[config.mk]
export PLATFORM = sky130hd
export DESIGN_NAME = poly_dds_oscillator_flat
export DESIGN_NICKNAME = d
export VERILOG_FILES = /design/src/rtl/poly_dds_oscillator_pkg.sv /design/src/rtl/poly_dds_oscillator_if.sv /design/src/rtl/poly_dds_oscillator_wave_shaper.sv /design/src/rtl/poly_dds_oscillator.sv /design/src/flat_wrapper.sv
export SDC_FILE = /design/constraint.sdc
export NUM_CORES = 1
export LEC_CHECK = 0
export BUFFER_PORTS_ARGS = -buffer_cell sky130_fd_sc_hd__clkbuf_2
export CORE_UTILIZATION = 63
export CTS_CLUSTER_SIZE = 20
export DETAILED_ROUTE_END_ITERATION = 10
export GPL_TIMING_DRIVEN = 0
export MAX_ROUTING_LAYER = met4
export PLACE_DENSITY = 0.83
export SETUP_SLACK_MARGIN = 0.05
export SLEW_MARGIN = 10
export SYNTH_ARGS = -nofsm -noshare
export SYNTH_HDL_FRONTEND = slang
export SYNTH_HIERARCHICAL = 1
export SYNTH_SLANG_ARGS = --single-unit
[constraint.sdc]
create_clock -name clk -period 9.55 [get_ports clk]
set_input_delay 0 -clock clk [delete_from_list [all_inputs] [get_ports clk]]
set_output_delay 0 -clock clk [all_outputs]
set_load 0.005 [all_outputs]
[src/rtl/poly_dds_oscillator_pkg.sv]
// Shared types and width helpers for the polyphonic DDS oscillator.
//   wave_t  : per-voice waveform select (sine, square, saw, reserved)
//   state_t : frame sequencer states (IDLE -> RUN -> OUT -> IDLE)
//   helpers : derived widths for voice index, sequencer index, product and mix accumulator
package poly_dds_pkg;

  typedef enum logic [1:0] {
    WAVE_SINE   = 2'd0,
    WAVE_SQUARE = 2'd1,
    WAVE_SAW    = 2'd2,
    WAVE_RSVD   = 2'd3
  } wave_t;

  typedef enum logic [1:0] {
    IDLE = 2'd0,
    RUN  = 2'd1,
    OUT  = 2'd2
  } state_t;

  // Bits needed to select one of n voices.
  function automatic int unsigned voice_w(input int unsigned n);
    return (n > 1) ? $clog2(n) : 1;
  endfunction

  // Sequencer index runs 0..n inclusive, so one extra bit.
  function automatic int unsigned idx_w(input int unsigned n);
    return voice_w(n) + 1;
  endfunction

  // Signed sample * unsigned volume, with a zero sign bit on the volume.
  function automatic int unsigned prod_w(input int unsigned sample_w, input int unsigned vol_w);
    return sample_w + vol_w + 1;
  endfunction

  // Sum of n full-scale contributions cannot overflow this width.
  function automatic int unsigned acc_w(input int unsigned sample_w, input int unsigned n);
    return sample_w + $clog2(n);
  endfunction

endpackage

[src/rtl/poly_dds_oscillator_if.sv]
// Voice configuration bus for poly_dds_oscillator.
//   cfg_we        : write strobe, one cycle
//   cfg_voice     : target voice index
//   cfg_phase_inc : phase increment per frame
//   cfg_volume    : voice volume (gain = volume / 2^VOL_W)
//   cfg_wave      : 0 sine, 1 square, 2 saw, 3 reserved
//   cfg_gate      : 1 = note on
// master drives the bus (controller / bench), slave is the oscillator.
interface poly_dds_oscillator_if
  import poly_dds_pkg::*;
#(
  parameter int unsigned NUM_VOICES = 4,
  parameter int unsigned PHASE_W    = 24,
  parameter int unsigned VOL_W      = 7
);

  localparam int unsigned VOICE_W = voice_w(NUM_VOICES);

  logic               cfg_we;
  logic [VOICE_W-1:0] cfg_voice;
  logic [PHASE_W-1:0] cfg_phase_inc;
  logic [VOL_W-1:0]   cfg_volume;
  logic [1:0]         cfg_wave;
  logic               cfg_gate;

  modport master (
    output cfg_we, cfg_voice, cfg_phase_inc, cfg_volume, cfg_wave, cfg_gate
  );

  modport slave (
    input cfg_we, cfg_voice, cfg_phase_inc, cfg_volume, cfg_wave, cfg_gate
  );

endinterface

[src/rtl/poly_dds_oscillator_wave_shaper.sv]
// dds_wave_shaper: combinational waveform generation and volume scaling for one voice.
//   phase_top : top SAMPLE_W bits of the voice's pre-increment phase
//   wave      : waveform select
//   rom_data  : signed sine ROM sample for this voice's phase
//   volume    : unsigned gain numerator
//   gate      : 0 forces the contribution to zero
//   contrib   : (w * volume) >>> VOL_W, signed SAMPLE_W
module dds_wave_shaper
  import poly_dds_pkg::*;
#(
  parameter int unsigned SAMPLE_W = 24,
  parameter int unsigned VOL_W    = 7
) (
  input  logic [SAMPLE_W-1:0]        phase_top,
  input  wave_t                      wave,
  input  logic signed [SAMPLE_W-1:0] rom_data,
  input  logic [VOL_W-1:0]           volume,
  input  logic                       gate,
  output logic signed [SAMPLE_W-1:0] contrib
);

  localparam int unsigned PROD_W = prod_w(SAMPLE_W, VOL_W);
  localparam logic signed [SAMPLE_W-1:0] FULL_SCALE = {1'b0, {(SAMPLE_W-1){1'b1}}};

  logic signed [SAMPLE_W-1:0] w;
  logic signed [PROD_W-1:0]   w_ext;
  logic signed [PROD_W-1:0]   vol_ext;
  logic signed [PROD_W-1:0]   prod;

  always_comb begin
    w = '0;
    unique case (wave)
      WAVE_SINE:   w = rom_data;
      WAVE_SQUARE: w = phase_top[SAMPLE_W-1] ? -FULL_SCALE : FULL_SCALE;
      // Offset-binary phase to two's complement: ramps from -FS to +FS.
      WAVE_SAW:    w = {~phase_top[SAMPLE_W-1], phase_top[SAMPLE_W-2:0]};
      default:     w = '0;
    endcase
  end

  assign w_ext   = PROD_W'(w);
  assign vol_ext = $signed(PROD_W'(volume));
  assign prod    = w_ext * vol_ext;
  // Result always fits SAMPLE_W since volume < 2^VOL_W.
  assign contrib = gate ? SAMPLE_W'(prod >>> VOL_W) : '0;

endmodule

[src/rtl/poly_dds_oscillator.sv]
// poly_dds_oscillator: N-voice DDS oscillator sharing one synchronous sine ROM.
// On each sample_tick the sequencer walks all voices (one cycle each), issues
// the ROM address, advances gated phases, accumulates scaled contributions and
// emits one mixed signed sample.
//   clk, reset  : clock, synchronous active-high reset
//   sample_tick : one-cycle frame strobe
//   cfg         : voice configuration bus (slave)
//   rom_addr    : sine ROM address (phase top bits), holds outside RUN
//   rom_data    : ROM sample for the address presented on the previous cycle
//   mix_out     : mixed sample, mix_valid pulses when it updates
//   overrun     : pulses when sample_tick arrives while a frame is in progress
module poly_dds_oscillator
  import poly_dds_pkg::*;
#(
  parameter int unsigned NUM_VOICES = 4,
  parameter int unsigned PHASE_W    = 24,
  parameter int unsigned ROM_ADDR_W = 12,
  parameter int unsigned SAMPLE_W   = 24,
  parameter int unsigned VOL_W      = 7
) (
  input  logic                       clk,
  input  logic                       reset,
  input  logic                       sample_tick,
  poly_dds_oscillator_if.slave       cfg,
  output logic [ROM_ADDR_W-1:0]      rom_addr,
  input  logic signed [SAMPLE_W-1:0] rom_data,
  output logic signed [SAMPLE_W-1:0] mix_out,
  output logic                       mix_valid,
  output logic                       overrun
);

  localparam int unsigned VW    = voice_w(NUM_VOICES);
  localparam int unsigned IW    = idx_w(NUM_VOICES);
  localparam int unsigned ACC_W = acc_w(SAMPLE_W, NUM_VOICES);
  localparam logic [IW-1:0] LAST = IW'(NUM_VOICES);

  state_t                     state;
  logic [IW-1:0]              idx;
  logic [VW-1:0]              vsel;
  logic [VW-1:0]              psel;

  logic [PHASE_W-1:0]         phase [NUM_VOICES];
  logic [PHASE_W-1:0]         inc   [NUM_VOICES];
  logic [VOL_W-1:0]           vol   [NUM_VOICES];
  wave_t                      wave  [NUM_VOICES];
  logic                       gate  [NUM_VOICES];

  logic [SAMPLE_W-1:0]        p_snap;
  logic signed [ACC_W-1:0]    acc;
  logic signed [SAMPLE_W-1:0] contrib;

  // vsel addresses the voice being issued, psel the voice whose ROM data
  // arrives this cycle (idx-1; wraps to NUM_VOICES-1 when idx == NUM_VOICES).
  assign vsel = idx[VW-1:0];
  assign psel = vsel - VW'(1);

  // p_snap carries the pre-increment phase one cycle to line up with rom_data;
  // wave/volume/gate are read live, so a config write already applied to a
  // voice (e.g. a gate clear) takes effect on that voice's contribution.
  dds_wave_shaper #(
    .SAMPLE_W (SAMPLE_W),
    .VOL_W    (VOL_W)
  ) u_shaper (
    .phase_top (p_snap),
    .wave      (wave[psel]),
    .rom_data  (rom_data),
    .volume    (vol[psel]),
    .gate      (gate[psel]),
    .contrib   (contrib)
  );

  always_ff @(posedge clk) begin
    mix_valid <= 1'b0;
    overrun   <= 1'b0;
    if (reset) begin
      state    <= IDLE;
      idx      <= '0;
      acc      <= '0;
      p_snap   <= '0;
      rom_addr <= '0;
      mix_out  <= '0;
      for (int unsigned v = 0; v < NUM_VOICES; v++) begin
        phase[v] <= '0;
        inc[v]   <= '0;
        vol[v]   <= '0;
        wave[v]  <= WAVE_SINE;
        gate[v]  <= 1'b0;
      end
    end else begin
      unique case (state)
        IDLE: begin
          if (sample_tick) begin
            state <= RUN;
            idx   <= '0;
            acc   <= '0;
          end
        end
        RUN: begin
          if (sample_tick) overrun <= 1'b1;
          if (idx < LAST) begin
            rom_addr <= phase[vsel][PHASE_W-1 -: ROM_ADDR_W];
            p_snap   <= phase[vsel][PHASE_W-1 -: SAMPLE_W];
            if (gate[vsel]) phase[vsel] <= phase[vsel] + inc[vsel];
          end
          if (idx != '0) acc <= acc + ACC_W'(contrib);
          if (idx == LAST) state <= OUT;
          else             idx   <= idx + IW'(1);
        end
        OUT: begin
          if (sample_tick) overrun <= 1'b1;
          mix_out   <= SAMPLE_W'(acc >>> VW);
          mix_valid <= 1'b1;
          state     <= IDLE;
        end
        default: state <= IDLE;
      endcase

      // Placed after the sequencer so a phase clear here overrides a
      // same-cycle phase increment of the same voice.
      if (cfg.cfg_we) begin
        inc[cfg.cfg_voice]  <= cfg.cfg_phase_inc;
        vol[cfg.cfg_voice]  <= cfg.cfg_volume;
        wave[cfg.cfg_voice] <= wave_t'(cfg.cfg_wave);
        gate[cfg.cfg_voice] <= cfg.cfg_gate;
        if (!gate[cfg.cfg_voice] || !cfg.cfg_gate) phase[cfg.cfg_voice] <= '0;
      end
    end
  end

endmodule

[src/flat_wrapper.sv]
// flat-port wrapper written by rule: the top's interface ports become plain ports
module poly_dds_oscillator_flat import poly_dds_pkg::*;
#(
  parameter int unsigned NUM_VOICES = 4,
  parameter int unsigned PHASE_W    = 24,
  parameter int unsigned ROM_ADDR_W = 12,
  parameter int unsigned SAMPLE_W   = 24,
  parameter int unsigned VOL_W      = 7
)
  (clk, reset, sample_tick, rom_addr, rom_data, mix_out, mix_valid, overrun, cfg_cfg_we, cfg_cfg_voice, cfg_cfg_phase_inc, cfg_cfg_volume, cfg_cfg_wave, cfg_cfg_gate);
  poly_dds_oscillator_if #(.NUM_VOICES(NUM_VOICES), .PHASE_W(PHASE_W), .VOL_W(VOL_W)) cfg_i ();
  input  logic clk;
  input  logic reset;
  input  logic sample_tick;
  output logic [ROM_ADDR_W-1:0] rom_addr;
  input  logic signed [SAMPLE_W-1:0] rom_data;
  output logic signed [SAMPLE_W-1:0] mix_out;
  output logic mix_valid;
  output logic overrun;
  input wire logic [$bits(cfg_i.cfg_we)-1:0] cfg_cfg_we;
  input wire logic [$bits(cfg_i.cfg_voice)-1:0] cfg_cfg_voice;
  input wire logic [$bits(cfg_i.cfg_phase_inc)-1:0] cfg_cfg_phase_inc;
  input wire logic [$bits(cfg_i.cfg_volume)-1:0] cfg_cfg_volume;
  input wire logic [$bits(cfg_i.cfg_wave)-1:0] cfg_cfg_wave;
  input wire logic [$bits(cfg_i.cfg_gate)-1:0] cfg_cfg_gate;
  assign cfg_i.cfg_we = cfg_cfg_we;
  assign cfg_i.cfg_voice = cfg_cfg_voice;
  assign cfg_i.cfg_phase_inc = cfg_cfg_phase_inc;
  assign cfg_i.cfg_volume = cfg_cfg_volume;
  assign cfg_i.cfg_wave = cfg_cfg_wave;
  assign cfg_i.cfg_gate = cfg_cfg_gate;
  poly_dds_oscillator #(.NUM_VOICES(NUM_VOICES), .PHASE_W(PHASE_W), .ROM_ADDR_W(ROM_ADDR_W), .SAMPLE_W(SAMPLE_W), .VOL_W(VOL_W)) u_core (.clk(clk), .reset(reset), .sample_tick(sample_tick), .cfg(cfg_i), .rom_addr(rom_addr), .rom_data(rom_data), .mix_out(mix_out), .mix_valid(mix_valid), .overrun(overrun));
endmodule
==> flow_metrics.py <==
metrics = {
    "power": {
        "vdd_ir_drop_max_mv": 0.418,
        "power_density_nw_per_um2": 310,
        "power.leakage_nw": 10.6,
    },
    "detailed_routing": {
        "wire_per_inst_um": 21.1,
        "drtIter0Drc": 1504,
        "num_vias": 18000,
        "ant_nets": 0,
        "avgViaCountPerCell": 6.15,
        "drtPass1Iterations": 6,
        "drt-total-wl_um": 62000,
        "drc": 0,
    },
    "sta": {
        "rsz0062_at_grt": "false",
        "setup_tns_ns": 0,
        "finalHoldViolCount": 0,
        "max_freq_mhz": 109,
        "worst_pin_slew_ns": 0.956,
        "setup_ws_ns": 0.404,
        "clock_skew_ns": 0.0182,
        "finalSetupViolations": 0,
        "drv_slew": 0,
        "period_needed_ns": 9.15,
        "slew_headroom": 0.358,
        "finalCritPeriodShare": 0.958,
    },
    "finish": {
        "final_cell_mix": "nor2_1, inv_1, nand2_1",
        "syn_to_final_growth_pct": 13.0,
        "antenna_cells": 0,
        "nFillCells": 2484,
        "final_common_cell": "nor2_1",
        "drive_gt1_frac": 0.117,
        "final_nets": 2763,
    },
    "grt": {
        "grt-busiest-layer": "met2",
        "grt_pass1_vias": 18300,
        "grt_use_met3": 0.0481,
        "overflow": 0,
        "met1_usage": 0.419,
        "grt_use_met2": 0.601,
        "grt_pass1_wl_um": 96900,
        "grt_max_degree": 33,
        "grtUsageTotal": 0.366,
        "antenna_found_initial": 0,
    },
    "setup_path": {
        "path_max_fanout": 10,
        "start_kind": "flop",
        "startpoint": "u_core/idx[0]",
        "crit_slowest_cell": "mux4_2",
        "worst_path_largest_cell_delay_ns": 0.58,
        "crit_top_cell": "fa_1",
        "cp.required_ns": 10.03,
        "regToRegSetupSlack_ns": 0.40,
        "arrival_ns": 9.63,
        "crit_path_end_kind": "flop",
        "r2r-end": "u_core/acc[25]",
        "worstReg2RegStart": "u_core/idx[0]",
        "ff2ff_path_depth": 33,
        "crit_type": "reg -> reg",
    },
    "synthesis": {
        "syn_area_sq_um": 21700,
        "syn-num-nets": 2585,
        "yosysUniqueCellTypes": 82,
        "synth-async-reset-ratio": 0,
        "ys_seq_area_frac": 0.353,
        "syn_inst": 2284,
        "synth-edff-count": 136,
        "synthFlopType": "dfxtp_1",
        "ys_warn_count": 6,
        "ys_ff_latch": 315,
        "synth_area_per_cell_sq_um": 9.50,
    },
    "cts": {
        "numCtsBuffers": 35,
        "cts_root_buf": "clkbuf_16",
        "clk_pin_slew_ns": 0.06,
        "cts_buffer_depth": 3,
        "tritoncts": "built",
        "h-tree-depth": 2,
        "clock-sinks": 315,
        "clk-insertion-delay-late_ns": 0.55,
    },
    "worst_hold_path": {
        "hold_path.startpoint": "cfg_cfg_voice[1]",
        "worstHoldPathCells": 4,
        "hold_path.class": "in -> reg",
        "worstHoldEndpoint": "u_core/gate[0]",
    },
    "placement": {
        "dp_hpwl_um": 45700,
        "place.gp.congestion": 0.961,
        "numPortBuffers": 100,
        "dp_slack_ns": -1.13,
    },
    "floorplan": {
        "num_rows": 67,
        "pin_count": 102,
        "coreArea_sq_um": 33700,
        "die_x_um": 188,
        "die-area_sq_um": 35200,
        "die_h_um": 188,
        "initial_utilization": 0.644,
    },
    "run_status": {
        "outcome": "finished, final reports clean",
    },
    "job": {
        "cap_violations": 0,
    },
}
## per-layer routing
metal,share of wire,wire [um]
met1,0.37,23100
met2,0.49,30100
met3,0.068,4230
met4,0.073,4530
met5,0,0
## power breakdown
group	switching, mW	total [mW]	internal, mW
combinational	2.92	4.69	1.77
clock	0.553	1.40	0.847
sequential	0.0377	1.52	1.48
## area by class of cell
| type | instances | area, sq um | area share |
|---|---|---|---|
| inverter | 229 | 860 | 0.0351 |
| buffer | 134 | 593 | 0.0242 |
| timing repair buffer | 142 | 973 | 0.0397 |
| clock inverter | 13 | 156 | 0.00638 |
| sequential | 315 | 7670 | 0.313 |
| clock buffer | 48 | 1040 | 0.0424 |
| multi-input combinational | 1605 | 12700 | 0.517 |
| tap | 448 | 561 | 0.0229 |
## metrics by stage
stage          hold WS (ns)  utilization  power [mW]  cells  instance area, sq um
6_report              0.115        0.728        7.60   2934                 24500
5_1_grt               0.131        0.728        8.17   2934                 24500
3_3_place_gp          0.311        0.675        6.00   2832                 22800
4_1_cts              0.0851        0.726        7.53   2934                 24500
2_1_floorplan         0.159            -        4.94   2284                 21700
3_5_place_dp          0.317        0.678        6.09   2836                 22900
## cell usage after synthesis (7+ instances only)
cell | number | area, sq um
nor2_1 | 282 | 1060
a22oi_1 | 19 | 143
o21bai_1 | 11 | 82.6
mux4_2 | 60 | 1350
a21o_1 | 31 | 233
dfxtp_1 | 179 | 3580
a31oi_1 | 39 | 244
edfxtp_1 | 136 | 4080
a21oi_1 | 134 | 671
ha_1 | 112 | 1400
a22o_1 | 13 | 114
a211oi_1 | 11 | 82.6
nand2_1 | 213 | 800
fa_1 | 125 | 2500
xnor2_1 | 39 | 342
xor2_1 | 22 | 193
nor2b_1 | 11 | 68.8
mux2i_1 | 50 | 500
and2_1 | 137 | 857
inv_1 | 228 | 856
nand2b_1 | 16 | 100
nor3_1 | 18 | 90.1
buf_1 | 10 | 37.5
nand3_1 | 62 | 310
o31ai_1 | 8 | 60.1
o21ai_0 | 54 | 270
nand4_1 | 20 | 125
o21a_1 | 10 | 75.1
o21ai_1 | 11 | 55.1
o211ai_1 | 7 | 52.6
and3_1 | 8 | 50.1
or3_1 | 8 | 50.1
clkbuf_1 | 105 | 394
buf_4 | 13 | 97.6
## what timing repair did
item	in CTS	in global routing
setup endpoints to repair	19	13
setup buffers	0	1
resized for setup	25	26
hold buffers	37	0
hold endpoints to repair	145	0
## critical path: cells and delay by family, from the launching register on
kind,cells,cell delay [ns]
flip-flops,1,0.34
AND/OR/NAND/NOR,7,1.28
XOR/XNOR,1,0.16
AO/OA/AOI/OAI,11,2.51
buffers and inverters,7,1.33
adder cells (fa/ha/maj),6,2.91
multiplexers,1,0.58
## worst max path at each step
stage / to / slack, ns / cells past startpoint
2_1_floorplan: u_core/acc[23] / 0.80 / 35
3_3_place_gp: u_core/acc[23] / -1.03 / 35
4_1_cts: u_core/acc[25] / 0.09 / 35
5_1_grt: u_core/acc[23] / 0.07 / 34
3_5_place_dp: u_core/acc[23] / -1.13 / 35
6_report: u_core/acc[25] / 0.40 / 33
## state kept, by name, indices dropped and copies added (netlist names), named ones only
name              count
u_core/overrun        1
u_core/vol           28
u_core/inc           96
u_core/idx            3
u_core/acc           26
u_core/state          2
u_core/mix_out       24
u_core/wave           8
u_core/phase         96
u_core/rom_addr      12
u_core/p_snap        12
u_core/mix_valid      1
u_core/gate           4
## cells by family (layout without fill, tap and decap cells)
kind of cell               after synthesis  after routing  synth area share
xor gates and xnor gates                61             61            0.0246
AOI/OAI and AO/OA                      397            397             0.120
adders and majority gates              237            237             0.180
buffers and inverters                  364            566            0.0659
and+or+nand+nor                        799            799             0.170
DFF                                    315            315             0.353
muxes                                  111            111            0.0859
No activity file was read; power rests on OpenSTA's default activity.
